<file path="src/rtl/pool_pkg.sv">
// rtl/pool_pkg.sv - shared types, default sizes and signed-max helper for the pool row merger
package pool_pkg;

    localparam int POOL_DATA_WIDTH = 16;
    localparam int POOL_ROW_LEN    = 10;
    localparam int POOL_CNT_WIDTH  = 4;

    typedef enum logic [1:0] {
        IDLE  = 2'd0,
        MERGE = 2'd1,
        DRAIN = 2'd2
    } pool_state_t;

    // Signed max on sign-extended operands so any pixel width up to 32 bits fits.
    function automatic logic signed [31:0] pool_smax(input logic signed [31:0] a,
                                                     input logic signed [31:0] b);
        return (a > b) ? a : b;
    endfunction

endpackage

</file>
<file path="src/rtl/pool_skid_fifo.sv">
// rtl/pool_skid_fifo.sv - 2-entry output skid FIFO holding {last, pooled pixel}
module pool_skid_fifo #(
    parameter int WIDTH = 17
) (
    input  logic             clk,
    input  logic             rst_n,
    input  logic             push,
    input  logic [WIDTH-1:0] push_data,
    input  logic             pop,
    output logic [WIDTH-1:0] head_data,
    output logic             head_valid,
    output logic [1:0]       occ
);

    logic [WIDTH-1:0] mem [2];
    logic             wr_ptr;
    logic             rd_ptr;

    // Storage, pointers and occupancy; the caller never pushes when full or pops when empty.
    always_ff @(posedge clk or negedge rst_n) begin
        if (!rst_n) begin
            mem[0] <= '0;
            mem[1] <= '0;
            wr_ptr <= 1'b0;
            rd_ptr <= 1'b0;
            occ    <= 2'd0;
        end else begin
            if (push) begin
                mem[wr_ptr] <= push_data;
                wr_ptr      <= ~wr_ptr;
            end
            if (pop) begin
                rd_ptr <= ~rd_ptr;
            end
            occ <= occ + {1'b0, push} - {1'b0, pop};
        end
    end

    assign head_data  = mem[rd_ptr];
    assign head_valid = (occ != 2'd0);

endmodule

</file>
<file path="src/rtl/pool_row_merger.sv">
// rtl/pool_row_merger.sv - merges row-B maxima with buffered row A into 2x2 pooled output; POOL_RELU_EN fuses ReLU
module pool_row_merger
    import pool_pkg::*;
#(
    parameter int DATA_WIDTH = POOL_DATA_WIDTH,
    parameter int ROW_LEN    = POOL_ROW_LEN,
    parameter int CNT_WIDTH  = POOL_CNT_WIDTH
) (
    input  logic                  clk,
    input  logic                  rst_n,
    input  logic                  row_full,
    output logic                  buf_rd_en,
    input  logic [DATA_WIDTH-1:0] buf_rdata,
    input  logic                  s_valid,
    output logic                  s_ready,
    input  logic [DATA_WIDTH-1:0] s_data,
    output logic                  m_valid,
    input  logic                  m_ready,
    output logic [DATA_WIDTH-1:0] m_data,
    output logic                  m_last,
    output logic                  busy,
    output logic                  overflow_err
);

    localparam logic [CNT_WIDTH-1:0] ROW_LEN_C = CNT_WIDTH'(ROW_LEN);
    localparam logic [CNT_WIDTH-1:0] LAST_IDX  = CNT_WIDTH'(ROW_LEN - 1);

    pool_state_t           state;
    pool_state_t           state_nxt;
    logic                  row_pending;
    logic                  consume;
    logic [CNT_WIDTH-1:0]  in_cnt;

    logic                  s1_valid;
    logic [DATA_WIDTH-1:0] s1_data;
    logic                  s1_last;

    logic [1:0]            occ;
    logic                  pop;
    logic                  accept;
    logic [2:0]            room_need;
    logic [2:0]            room_have;

    logic signed [31:0]    a_ext;
    logic signed [31:0]    b_ext;
    logic [DATA_WIDTH-1:0] merged;
    logic [DATA_WIDTH:0]   skid_head;
    logic                  skid_valid;

    assign pop = m_valid && m_ready;

    // Accept only if the skid FIFO can absorb everything already in flight plus this pixel.
    assign room_need = {1'b0, occ} + {2'b00, s1_valid};
    assign room_have = 3'd1 + {2'b00, pop};
    assign s_ready   = (state == MERGE) && (in_cnt < ROW_LEN_C) && (room_need <= room_have);
    assign accept    = s_valid && s_ready;
    assign buf_rd_en = accept;
    assign busy      = (state != IDLE);

    // Next-state logic; consume marks the cycle a pending row is taken.
    always_comb begin
        state_nxt = state;
        consume   = 1'b0;
        case (state)
            IDLE: begin
                if (row_pending) begin
                    state_nxt = MERGE;
                    consume   = 1'b1;
                end
            end
            MERGE: begin
                if (accept && (in_cnt == LAST_IDX)) begin
                    state_nxt = DRAIN;
                end
            end
            DRAIN: begin
                if (pop && m_last && !s1_valid && (occ == 2'd1)) begin
                    if (row_pending) begin
                        state_nxt = MERGE;
                        consume   = 1'b1;
                    end else begin
                        state_nxt = IDLE;
                    end
                end
            end
            default: begin
                state_nxt = IDLE;
            end
        endcase
    end

    // State register, input counter, one-deep row-pending flag and sticky overflow.
    always_ff @(posedge clk or negedge rst_n) begin
        if (!rst_n) begin
            state        <= IDLE;
            in_cnt       <= '0;
            row_pending  <= 1'b0;
            overflow_err <= 1'b0;
        end else begin
            state <= state_nxt;
            if (consume) begin
                in_cnt <= '0;
            end else if (accept) begin
                in_cnt <= in_cnt + 1'b1;
            end
            if (consume) begin
                row_pending <= row_full;
            end else if (row_full) begin
                row_pending <= 1'b1;
            end
            if (row_full && row_pending && !consume) begin
                overflow_err <= 1'b1;
            end
        end
    end

    // Stage s1 holds the accepted row-B pixel while the buffer read completes.
    always_ff @(posedge clk or negedge rst_n) begin
        if (!rst_n) begin
            s1_valid <= 1'b0;
            s1_data  <= '0;
            s1_last  <= 1'b0;
        end else begin
            s1_valid <= accept;
            if (accept) begin
                s1_data <= s_data;
                s1_last <= (in_cnt == LAST_IDX);
            end
        end
    end

    // Signed max of row-A word and row-B pixel, optionally clamped at zero.
    always_comb begin
        a_ext  = 32'($signed(buf_rdata));
        b_ext  = 32'($signed(s1_data));
        merged = (pool_smax(a_ext, b_ext) == a_ext) ? buf_rdata : s1_data;
`ifdef POOL_RELU_EN
        if (merged[DATA_WIDTH-1]) begin
            merged = '0;
        end
`endif
    end

    pool_skid_fifo #(
        .WIDTH (DATA_WIDTH + 1)
    ) u_skid (
        .clk        (clk),
        .rst_n      (rst_n),
        .push       (s1_valid),
        .push_data  ({s1_last, merged}),
        .pop        (pop),
        .head_data  (skid_head),
        .head_valid (skid_valid),
        .occ        (occ)
    );

    assign m_valid = skid_valid;
    assign m_last  = skid_head[DATA_WIDTH];
    assign m_data  = skid_head[DATA_WIDTH-1:0];

endmodule
</file>
<file path="config.mk">
export PLATFORM = sky130hd
export DESIGN_NAME = pool_row_merger
export DESIGN_NICKNAME = d
export VERILOG_FILES = /design/src/rtl/pool_pkg.sv /design/src/rtl/pool_skid_fifo.sv /design/src/rtl/pool_row_merger.sv
export SDC_FILE = /design/constraint.sdc
export NUM_CORES = 1
export LEC_CHECK = 0
export BUFFER_PORTS_ARGS = -buffer_cell sky130_fd_sc_hd__buf_2
export CORE_MARGIN = 2
export CORE_UTILIZATION = 35
export DETAILED_ROUTE_END_ITERATION = 6
export HOLD_SLACK_MARGIN = 0.12
export SLEW_MARGIN = 20
export SYNTH_ARGS = -nofsm -noshare
export SYNTH_HDL_FRONTEND = slang
export SYNTH_SLANG_ARGS = --single-unit
</file>
<file path="constraint.sdc">
create_clock -name clk -period 3.2 [get_ports clk]
set_input_delay 0.64 -clock clk [delete_from_list [all_inputs] [get_ports clk]]
set_output_delay 0.64 -clock clk [all_outputs]
set_load 0.05 [all_outputs]
</file>
======== Word-level counts from Yosys, hierarchy flattened ========
Index checks and enable logic that the tools add are counted.
W data, S select, Z words.
word-level totals
  bits of input ports ..................... 37
  word-level logic and storage cells ...... 74
  register bits ........................... 64
  output and inout port bits .............. 22
operators by class
  bitwise operators ....................... 4
  equality and inequality tests ........... 8
  reduce and logical (&&, ||, !) cells .... 19
  mux-type cells .......................... 20
  $add $sub $neg .......................... 5
  order comparisons ....................... 6
operator list
  operator               count
  $mux W17               4
  $bwmux W34             1
  $eq A32 B16 Y1         1
  $mux W32               1
  $demux W17 S1          1
  $gt A16 B16 Y1         1
  $mux W16               1
  $logic_and A1 B1 Y1    11
  $mux W4                2
  $reduce_bool A2 Y1     4
  $mux W2                3
  $pmux W2 S3            1
  $mux W1                5
  $add A4 B1 Y4 const B  1
  $eq A2 B1 Y1 const B   2
  $eq A4 B4 Y1 const B   1
  $ge A2 B2 Y1 const B   2
  $lt A4 B4 Y1 const B   1
  $ne A2 B2 Y1 const B   2
  $not A1 Y2             2
  $add A2 B1 Y3          1
  $le A3 B2 Y1           1
  $reduce_and A3 Y1      1
  $add A1 B1 Y2 const A  1
  9 further kinds        11

======== Depth between registers and ports, before layout ========
  word-level depth ........................ 11
  depth in mapped cells ................... 12
  depth with buffers taken out ............ 12

======== Modules after synthesis ========
From an unflattened synthesis, not the netlist that was laid out.
unflattened totals
  cells, all modules ...................... 307
  area, all modules ....................... 3664.8 µm²
modules (own cells, without submodules)
  module           cells each  sequential area each (µm²)  area an instance (µm²)  instances
  pool_row_merger  202         650.6                       1948.1                  1
  pool_skid_fifo   105         950.9                       1716.6                  1

======== Least setup slack after synthesis ========
Ideal clock, no wire load.
  kind .................................... flip-flop to output port
  start ................................... reg u_skid.occ[1]
  end ..................................... out buf_rd_en
  setup slack ............................. -1.984 ns
  arrival ................................. 4.544 ns
  cell stages (with the launch flop) ...... 11
  data required time ...................... 2.560 ns
  cell sequence ........................... dfrtp_1 inv_1 nand2_1 nand2_1 inv_1 fa_1 or3b_2 a211oi_1 nand2_1 inv_1 clkbuf_1
on the way
  longest elaborated chain between the ends .. 6
  elaborated cells on any way between the ends .. 7
  those cells by class .................... add/sub (2); order compare (1); reduce/logical (4)
RTL lines
  element                   line                   RTL
  start: declaration        pool_skid_fifo.sv:12   output logic [1:0] occ
  start signal: assignment  pool_skid_fifo.sv:35   occ <= occ + {1'b0, push} - {1'b0, pop};
  $reduce_bool A2 Y1        pool_skid_fifo.sv:40   assign head_valid = (occ != 2'd0);
  via m_valid               pool_row_merger.sv:17  output logic m_valid,
  $logic_and A1 B1 Y1       pool_row_merger.sv:50  assign pop = m_valid && m_ready;
  via pop                   pool_row_merger.sv:39  logic pop;
  $add A1 B1 Y2             pool_row_merger.sv:54  assign room_have = 3'd1 + {2'b00, pop};
  $le A3 B2 Y1              pool_row_merger.sv:55  assign s_ready = (state == MERGE) && (in_cnt < ROW_LEN_C) && (room_need <= room_have);
  $logic_and A1 B1 Y1       pool_row_merger.sv:55
  via s_ready               pool_row_merger.sv:15  output logic s_ready,
  $logic_and A1 B1 Y1       pool_row_merger.sv:56  assign accept = s_valid && s_ready;
  end: declaration          pool_row_merger.sv:12  output logic buf_rd_en,
The timed path passes the listed nets, and every way through them passes these cells.

======== Final worst setup path ========
  start ................................... reg u_skid.occ[0]
  end ..................................... out buf_rd_en
on the way
  longest elaborated chain between the ends .. 6
  elaborated cells on any way between the ends .. 7
  those cells by class .................... add/sub (2); order compare (1); reduce/logical (4)
RTL lines
  element              line
  $reduce_bool A2 Y1   pool_skid_fifo.sv:40
  $logic_and A1 B1 Y1  pool_row_merger.sv:50
  via pop              pool_row_merger.sv:39
  $add A1 B1 Y2        pool_row_merger.sv:54
  $le A3 B2 Y1         pool_row_merger.sv:55
  $logic_and A1 B1 Y1  pool_row_merger.sv:55
  $logic_and A1 B1 Y1  pool_row_merger.sv:56
The timed path passes the listed nets, and every way through them passes these cells.

==> reports/summary.log <==
qor: yosys.synth_top_cells_by_area sky130_fd_sc_hd__dfrtp_1 (45%), sky130_fd_sc_hd__ha_1 (8.2%), sky130_fd_sc_hd__mux2_2 (6.4%), sky130_fd_sc_hd__a31oi_1 (5.7%), sky130_fd_sc_hd__o21ai_0 (5.1%)
qor: routing.dr.pass1.iters 4
qor: timing.tightestPinTransition 0.887 ns
qor: place.dpl-instance-area 0.00401 mm2
qor: clock_network.clockBufferDepth 2
qor: die.fp-row-count 36
qor: yosys.synth-main-ff-cell sky130_fd_sc_hd__dfrtp_1
qor: setup_path.timing.critical_path.arrival 2.50 ns
qor: power.pwr_density_cell 1160 mW/mm2
qor: global_routing.largest_net_degree_at_the_start_of_global_routing 34
qor: clock_network.cts_tree built
qor: yosys.synth-compound-area-share 14.9%
qor: die.io_pins 59
qor: yosys.post_synth_num_cell_types 42
qor: timing.holdWs 0.352 ns
qor: yosys.postSynthCellCount 367
qor: yosys.ys_async_rst_share 100%
qor: clock_network.cts_htree_levels 3
qor: setup_path.r2r_cells 11
qor: timing.maxSlewHeadroom 40.8%
qor: timing.maxClockFrequency 319 MHz
qor: global_routing.first_global_vias 2827
qor: die.floorplan.initialDensity 36.1%
qor: global_routing.first_pass_grt_wire_length 14.4 mm
qor: setup_path.setup.reg_to_reg.worst_slack 0.41 ns
qor: yosys.synth_seq_area_share 45.4%
qor: routing.routed_via_density 5.16
qor: yosys.synth_top_family_by_area compound AO/OA/AOI/OAI gates
qor: place.port_buffers 58
qor: routing.drt_first_iter_violations 167
qor: setup_path.r2r-start u_skid.occ[0]
qor: place.dp_hpwl 6.44 mm
qor: routing.post_drt_wl_per_cell 15.5 um
qor: yosys.post_synth_and_or_nand_nor_area_fraction 14.2%
qor: yosys.post_synth_xor_area_fraction 5.21%
qor: place.post-place-cells 548
qor: layout.finish.cell_count_without_fillers 568
qor: yosys.post_syn_area_per_cell 9.61 um2
qor: setup_path.critPathKind reg -> out
qor: run_status.run_status finished clean
qor: die.placeableCoreArea 0.00977 mm2
qor: yosys.yosys_warnings 0
qor: clock_network.clock_tree.root_cell sky130_fd_sc_hd__clkbuf_8
qor: setup_path.critPathLaunchType flop
qor: worst_hold_path.hold_path_class in -> async
qor: power.ir_drop 400 uV
qor: timing.timing.final.max_slew_violations 0
qor: power.total_leakage_power 0.00189 uW
qor: clock_network.cts_inserted_buffers 9
qor: run.maxCapViolations 0
qor: timing.final-setup-viol-count 0
qor: yosys.synth.mux.area_fraction 6.39%
qor: layout.final_common_cell sky130_fd_sc_hd__dfrtp_1
qor: timing.final.period_utilization 98.0%
qor: clock_network.cts.clk_slew.worst_paths 0.07 ns
qor: yosys.syn-cell-area 0.00353 mm2
qor: timing.min_tclk_post_route 3.14 ns
qor: setup_path.worst-endpoint-required 2.56 ns
qor: die.die_w 104 um
qor: layout.final_layout_size_suffix_gt1_share 27.9%
qor: timing.clock_skew 0.00769 ns
qor: die.die_area 0.0109 mm2
qor: yosys.synth_largest_area_cell sky130_fd_sc_hd__dfrtp_1
qor: setup_path.critPathCaptureType output port
qor: place.gp_routability_congestion 0.812
qor: yosys.synth_enable_flop_cells 0
qor: layout.area.growth.synth_to_final 20.2%
qor: layout.final_instance_area 0.00424 mm2
qor: layout.numnets_final 490
qor: yosys.mappedNetlistNets 428
qor: clock_network.cts.sinks 64
qor: place.pre_cts_slack 0.137 ns
qor: setup_path.crit_reg_reg_endpoint s1_data[0]
qor: timing.final.setup.tns 0 ns
qor: timing.grt_setup_unrepaired true
qor: routing.routed_wire_length 8.79 mm
qor: yosys.synthesized_flop_and_latch_total 64
qor: global_routing.grt.total_usage 16.8%
qor: routing.final_antenna_net_count 0
qor: layout.final_cell_mix sky130_fd_sc_hd__dfrtp_1 (62), sky130_fd_sc_hd__buf_2 (57), sky130_fd_sc_hd__o21ai_0 (36), sky130_fd_sc_hd__nor2_1 (34), sky130_fd_sc_hd__a31oi_1 (32)
qor: timing.fin_ws 0.0634 ns
qor: routing.drt_drc_violations_left 0
qor: global_routing.number_of_antenna_violations_at_the_first_check_in_global_routing 1
qor: routing.dr_total_vias 2930
qor: setup_path.worstPathMaxFanout 3
qor: yosys.synth_adder_area_share 8.73%
qor: yosys.synth_top_cell_area_share 45.4%
qor: die.die_outline_height 104 um
qor: clock_network.clk-insertion-delay-late 0.34 ns
qor: timing.number_of_hold_slack_violations_in_the_final_timing_report 0
qor: global_routing.globalRoute.totalOverflow 0
-- per-layer routing --
layer / GRT usage, % / part of all wire, % / vias up
met5: 0 / 0 / -
li1: - / - / 1420
met1: 23.7 / 48 / 1414
met4: 7.34 / 3.1 / 0
met3: 3.45 / 4.6 / 18
met2: 24.8 / 44 / 78
-- layout make-up --
class / instances / area (um2)
clock buffers: 11 / 141
flip-flops and latches: 64 / 1600
clock inverters: 5 / 32.5
repair buffers: 69 / 395
well taps: 133 / 166
fillers: 982 / 5530
multi-input cells: 260 / 1800
inverters: 25 / 101
diodes: 1 / 2.50
-- cells in the mapped netlist, drive strengths merged, types with 3 or more instances --
cell type / instances
a21oi: 7
a31oi: 32
buf: 4
clkbuf: 14
dfrtp: 64
ha: 23
inv: 25
mux2: 20
nand2: 25
nand3: 21
nand4: 6
nor2: 34
nor3: 4
nor4: 4
o21a: 3
o21ai: 37
xnor2: 4
xor2: 17
-- critical path, stage by stage (launching register included) --
cell	delay (ns)
sky130_fd_sc_hd__dfrtp_1	0.41
sky130_fd_sc_hd__inv_2	0.13
sky130_fd_sc_hd__nand2_8	0.07
sky130_fd_sc_hd__nand2_8	0.07
sky130_fd_sc_hd__inv_4	0.04
sky130_fd_sc_hd__fa_1	0.47
sky130_fd_sc_hd__or3b_4	0.40
sky130_fd_sc_hd__a211oi_4	0.22
sky130_fd_sc_hd__nand2_2	0.11
sky130_fd_sc_hd__inv_4	0.08
sky130_fd_sc_hd__buf_8	0.14
-- sequential cells by signal, summed over array words and instances (netlist names), 2 cells and up --
name,cells
in_cnt,4
s1_data,16
state,2
u_skid.mem,34
u_skid.occ,2
-- stage by stage --
stage / util (%) / total power [uW]
CTS: 43.0 / 4890
detailed placement: 41.1 / 4240
finish: 43.4 / 4910
floorplan: - / 3640
global placement: 41.1 / 4170
global route: 43.4 / 5290
-- kinds of logic (layout without fill, tap and decap cells) --
logic type	after synthesis	count (layout)
and+or+nand+nor	106	106
AOI/OAI and AO/OA	89	89
DFF	64	64
buffers and inverters	43	110
adders and majority gates	24	24
xor gates and xnor gates	21	21
muxes	20	20
other	0	1
-- power by group --
| part | internal [uW] | switching, uW |
|---|---|---|
| Clock | 299 | 317 |
| Sequential | 1180 | 323 |
| Combinational | 996 | 1800 |
| Total | 2480 | 2440 |
-- how the worst max path moves through the flow --
stage	from	to	slack, ns
global route	u_skid.occ[0]	buf_rd_en	-0.03
floorplan	u_skid.occ[1]	buf_rd_en	-0.13
CTS	s1_valid	buf_rd_en	0.01
detailed placement	m_ready	buf_rd_en	0.14
global placement	m_ready	buf_rd_en	0.16
finish	u_skid.occ[0]	buf_rd_en	0.06
-- what timing repair did --
| item | CTS | global route |
|---|---|---|
| setup endpoints to repair | 1 | 2 |
| buffers inserted | 1 | 2 |
| hold buffers | 0 | 0 |
| gates resized for setup | 2 | 7 |
| pin swaps | 0 | 1 |
Note: power is estimated with default switching activity, not from simulation.
